`src/rtl/wb_arbiter.sv`:
```
// Register-file write-port arbiter: loads win, displaced ALU results
// queue in order and back-pressure the ALU when the queue is full.
module wb_arbiter #(
  parameter int XLEN  = 64,
  parameter int DEPTH = 2,
  parameter int CNT_W = 16
) (
  input  logic             CLK,
  input  logic             reset,
  input  logic             alu_valid,
  input  logic [4:0]       alu_rd,
  input  logic [XLEN-1:0]  alu_value,
  output logic             alu_stall,
  input  logic             mem_valid,
  input  logic [4:0]       mem_rd,
  input  logic [XLEN-1:0]  mem_value,
  output logic             wb_en,
  output logic [4:0]       wb_rd,
  output logic [XLEN-1:0]  wb_value,
  output logic [31:0]      busy_mask,
  output logic [CNT_W-1:0] conflict_cnt
);

  localparam int PW = $clog2(DEPTH);
  localparam int CW = PW + 1;

  logic [4:0]      q_rd  [DEPTH];
  logic [XLEN-1:0] q_val [DEPTH];
  logic [DEPTH-1:0] q_vld;
  logic [DEPTH-1:0] vld_n;
  logic [PW-1:0]   rd_ptr;
  logic [PW-1:0]   wr_ptr;
  logic [CW-1:0]   count;
  logic [31:0]     busy_n;

  logic mem_req;
  logic alu_w;
  logic fifo_ne;
  logic pop;
  logic push;
  logic bypass;

  assign alu_stall = (count == CW'(DEPTH));
  assign mem_req   = mem_valid && (mem_rd != 5'd0);
  assign alu_w     = alu_valid && !alu_stall
                     && (alu_rd != 5'd0);
  assign fifo_ne   = (count != '0);
  assign pop       = !mem_req && fifo_ne;
  assign bypass    = !mem_req && !fifo_ne && alu_w;
  assign push      = alu_w && (mem_req || fifo_ne);

  // busy_mask is registered from the post-edge queue contents
  always_comb begin
    vld_n = q_vld;
    if (pop)
      vld_n[rd_ptr] = 1'b0;
    if (push)
      vld_n[wr_ptr] = 1'b1;
  end

  always_comb begin
    busy_n = '0;
    for (int i = 0; i < DEPTH; i++) begin
      if (vld_n[i]) begin
        if (push && (PW'(i) == wr_ptr))
          busy_n[alu_rd] = 1'b1;
        else
          busy_n[q_rd[i]] = 1'b1;
      end
    end
  end

  always_ff @(posedge CLK) begin
    if (push) begin
      q_rd[wr_ptr]  <= alu_rd;
      q_val[wr_ptr] <= alu_value;
    end
  end

  always_ff @(posedge CLK) begin
    if (reset) begin
      wb_en        <= 1'b0;
      wb_rd        <= '0;
      wb_value     <= '0;
      q_vld        <= '0;
      rd_ptr       <= '0;
      wr_ptr       <= '0;
      count        <= '0;
      busy_mask    <= '0;
      conflict_cnt <= '0;
    end else begin
      unique case (1'b1)
        mem_req: begin
          wb_en    <= 1'b1;
          wb_rd    <= mem_rd;
          wb_value <= mem_value;
        end
        pop: begin
          wb_en    <= 1'b1;
          wb_rd    <= q_rd[rd_ptr];
          wb_value <= q_val[rd_ptr];
        end
        bypass: begin
          wb_en    <= 1'b1;
          wb_rd    <= alu_rd;
          wb_value <= alu_value;
        end
        default: wb_en <= 1'b0;
      endcase

      q_vld     <= vld_n;
      busy_mask <= busy_n;
      if (pop)
        rd_ptr <= rd_ptr + 1'b1;
      if (push)
        wr_ptr <= wr_ptr + 1'b1;
      if (push && !pop)
        count <= count + 1'b1;
      else if (pop && !push)
        count <= count - 1'b1;
      if (push && (conflict_cnt != '1))
        conflict_cnt <= conflict_cnt + 1'b1;
    end
  end

endmodule
```
`config.mk`:
```
export PLATFORM = sky130hd
export DESIGN_NAME = wb_arbiter
export DESIGN_NICKNAME = d
export VERILOG_FILES = /design/src/rtl/wb_arbiter.sv
export SDC_FILE = /design/constraint.sdc
export NUM_CORES = 1
export LEC_CHECK = 0
export CELL_PAD_IN_SITES_DETAIL_PLACEMENT = 1
export CELL_PAD_IN_SITES_GLOBAL_PLACEMENT = 2
export CORE_UTILIZATION = 32
export CTS_CLUSTER_SIZE = 16
export DETAILED_ROUTE_END_ITERATION = 12
export GPL_TIMING_DRIVEN = 0
export PLACE_DENSITY = 0.89
export SETUP_SLACK_MARGIN = 0.3
export SLEW_MARGIN = 20
export SYNTH_ARGS = -nofsm -noshare
export SYNTH_HDL_FRONTEND = slang
export SYNTH_SLANG_ARGS = --single-unit
```
`constraint.sdc`:
```
create_clock -name CLK -period 3.75 [get_ports CLK]
set_input_delay 0.5625 -clock CLK [delete_from_list [all_inputs] [get_ports CLK]]
set_output_delay 0.5625 -clock CLK [all_outputs]
set_load 0.05 [all_outputs]
```
==> results.sh <==
export IMPL_syn_to_final_growth_pct=36.95
export IMPL_hold_worst_slack_ns=0.4104
export IMPL_fin_nets=1489
export IMPL_viasPerCell=5.272
export IMPL_crit_arrival_ns=3.68
export IMPL_ys_types=54
export IMPL_syn_inst=1054
export IMPL_clkSinkCount=263
export IMPL_overflow=0
export IMPL_wirelength_mm=38.06
export IMPL_worstPathMaxFanout=10
export IMPL_chipHeight_um=189.5
export IMPL_grt_pass1_wl_mm=58.28
export IMPL_yosysMostFrequentCell="nor2_1"
export IMPL_fp_coreArea_um2=34540
export IMPL_place_inst=1769
export IMPL_worstMarginPinSlew_ns=1.113
export IMPL_synth_area_leaders="edfxtp_1, dfxtp_1, mux2i_1"
export IMPL_grt_pass1_vias=10158
export IMPL_antenna_left=0
export IMPL_critPathKind="input pin to flip-flop"
export IMPL_io_pins=261
export IMPL_endpoint_kind="flip-flop"
export IMPL_setup_violations=0
export IMPL_drtPass1Iterations=5
export IMPL_skew_ns=0.01542
export IMPL_vdd_drop_max_v=0.0003775
export IMPL_hold_depth=3
export IMPL_cts_setup_buffers=0
export IMPL_clk_latency_ns=0.55
export IMPL_p_per_area_nw_per_um2=600.7
export IMPL_hp_class="input pin to flip-flop"
export IMPL_cap_violations=0
export IMPL_synth_nets=1198
export IMPL_holdCritStartpoint="mem_valid"
export IMPL_globalplace_congestion=0.9052
export IMPL_start_kind="input pin"
export IMPL_r2r_cells=9
export IMPL_r2r_start="count[0]"
export IMPL_holdPathEnd="wb_rd[3]"
export IMPL_avgSynthCellArea_um2=10.68
export IMPL_layout_drive_gt1_share_pct=5.706
export IMPL_synthArstFlopShare_pct=0
export IMPL_clk_path_buf_depth=3
export IMPL_num_vias=9606
export IMPL_drt_iter0_markers=440
export IMPL_synth_common_cells="nor2_1, edfxtp_1, dfxtp_1"
export IMPL_cts_made_buffers=29
export IMPL_synthFlopType="edfxtp_1"
export IMPL_cts_resized=0
export IMPL_synth_top_cell_area_share_pct=36.82
export IMPL_cts_root_buffer="clkbuf_16"
export IMPL_yosysTopAreaCell="edfxtp_1"
export IMPL_h_tree_depth=1
export IMPL_synth_edf_count=138
export IMPL_initial_core_util_pct=32.58
export IMPL_diodes=0
export IMPL_placed_cell_area_um2=14470
export IMPL_drc=0
export IMPL_synth_seq_cells=263
export IMPL_grt_start_max_net_pins=44
export IMPL_synth_seq_area_share_pct=59.06
export IMPL_required_ns=4.22
export IMPL_hold_viol=0
export IMPL_ys_warnings_count=0
export IMPL_r2r_end="count[1]"
export IMPL_postCtsHoldBufs=0
export IMPL_rows=68
export IMPL_hpwl_mm=26.99
export IMPL_port_buffers=258
export IMPL_final_setup_tns_ns=0
export IMPL_p_leak_nw=5.122
export IMPL_rrSetupSlack_ns=0.84
export IMPL_fmax_mhz=310.8
export IMPL_antenna_found_initial=4
export IMPL_netlist_area_um2=11250
export IMPL_die_w_um=189.5
export IMPL_min_period_ns=3.217
export IMPL_grtUsageTotal_pct=20.77
export IMPL_fin_crit_sh_pct=85.79
export IMPL_clkTransAtPathRegs_ns=0.06
export IMPL_finalMaxSlewViolations=0
export IMPL_max_slew_margin_rel_pct=25.80
export IMPL_cts_tree="yes"
export IMPL_fin_cells=1822
export IMPL_dieArea_um2=35920
export IMPL_wl_per_cell_um=20.89
export IMPL_rsz0062_at_grt="no"
export IMPL_outcome="completed"
export IMPL_final_cell_area_um2=15410
[report_power, final]
part | leakage [nW] | switching (mW) | internal [mW]
Combinational | 2.37 | 1.93 | 0.993
Clock | 0.460 | 1.19 | 1.62
Sequential | 2.29 | 0.138 | 3.37
[worst max path at each step]
stage	cells past startpoint	start	slack, ns	endpoint
after global routing	8	mem_rd[0]	0.38	wb_value[21]
after floorplan	6	mem_valid	0.31	q_rd[1][0]
after detailed placement	8	mem_rd[0]	-0.03	wb_value[21]
final	8	mem_rd[0]	0.53	wb_value[21]
after CTS	8	mem_rd[0]	0.54	wb_value[21]
after global placement	6	mem_rd[1]	-1.31	q_val[1][40]
[sequential cells by signal, summed over array words and instances, names as in the netlist, named ones only]
name,flops
wr_ptr,1
q_vld,2
q_val,128
conflict_cnt,16
count,2
q_rd,10
rd_ptr,1
wb_rd,5
busy_mask,32
wb_en,1
wb_value,64
[placed cells by master (no fill, tap or decap), types with 6 or more instances in the layout]
cell type and n:
nor4_1 6, clkbuf_16 30, buf_2 8, edfxtp_1 138, o21ai_0 10, nand3_1 10
clkbuf_1 78, a22oi_1 22, nand4_1 6, and3_1 7, dfxtp_1 125, nor3_1 75
or4_1 6, xnor2_1 6, nor3b_1 6, nor2_1 182, nand2_1 40, or3_1 7
mux2i_1 70, nand3b_1 13, a21oi_1 103, clkdlybuf4s50_1 258, a221oi_1 69
[cells by family (layout without fill, tap and decap cells)]
logic type / Yosys count / count (layout) / share of synthesized area [%]
simple gates: 384 / 384 / 16.17
compound gates: 229 / 229 / 14.02
buf+inv: 95 / 408 / 3.425
mux: 71 / 71 / 6.326
xor+xnor: 10 / 10 / 0.7783
fa+ha+maj: 2 / 2 / 0.2223
flops: 263 / 263 / 59.06
[critical path, cell delays in order]
cell and delay (ns):
clkdlybuf4s50_1 0.64, or4_1 0.20, o21a_1 0.11, clkbuf_1 0.48, clkbuf_1 0.74, clkbuf_1 0.54
a21oi_1 0.16, nor3_1 0.22
[stage by stage]
stage | total power, mW | utilization (%) | worst slack (ns)
finish | 9.258 | 44.61 | 0.5329
global route | 9.700 | 44.61 | 0.3843
floorplan | 5.435 | - | 0.3113
CTS | 9.353 | 44.61 | 0.5380
detailed placement | 6.510 | 41.88 | -0.02917
global placement | 6.437 | 41.70 | -1.308
[metal layers]
| metal | vias up | share of wire, % | GRT usage, % |
|---|---|---|---|
| met5 | - | 0.068 | 0 |
| met4 | 4 | 2.0 | 5.552 |
| met1 | 4711 | 42 | 25.44 |
| met3 | 61 | 7.7 | 5.894 |
| li1 | 4512 | - | - |
| met2 | 318 | 48 | 35.53 |
[area by class of cell]
| type | instances | area (um^2) |
|---|---|---|
| plain buffers | 89 | 362.8 |
| clock buffers | 40 | 832.0 |
| clock inverters | 13 | 113.9 |
| fillers | 3820 | 19130 |
| inverters | 6 | 27.53 |
| multi-input cells | 696 | 4222 |
| flip-flops and latches | 263 | 6646 |
| well taps | 455 | 569.3 |
| repair buffers | 260 | 2638 |
(Power assumes the default switching activity.)
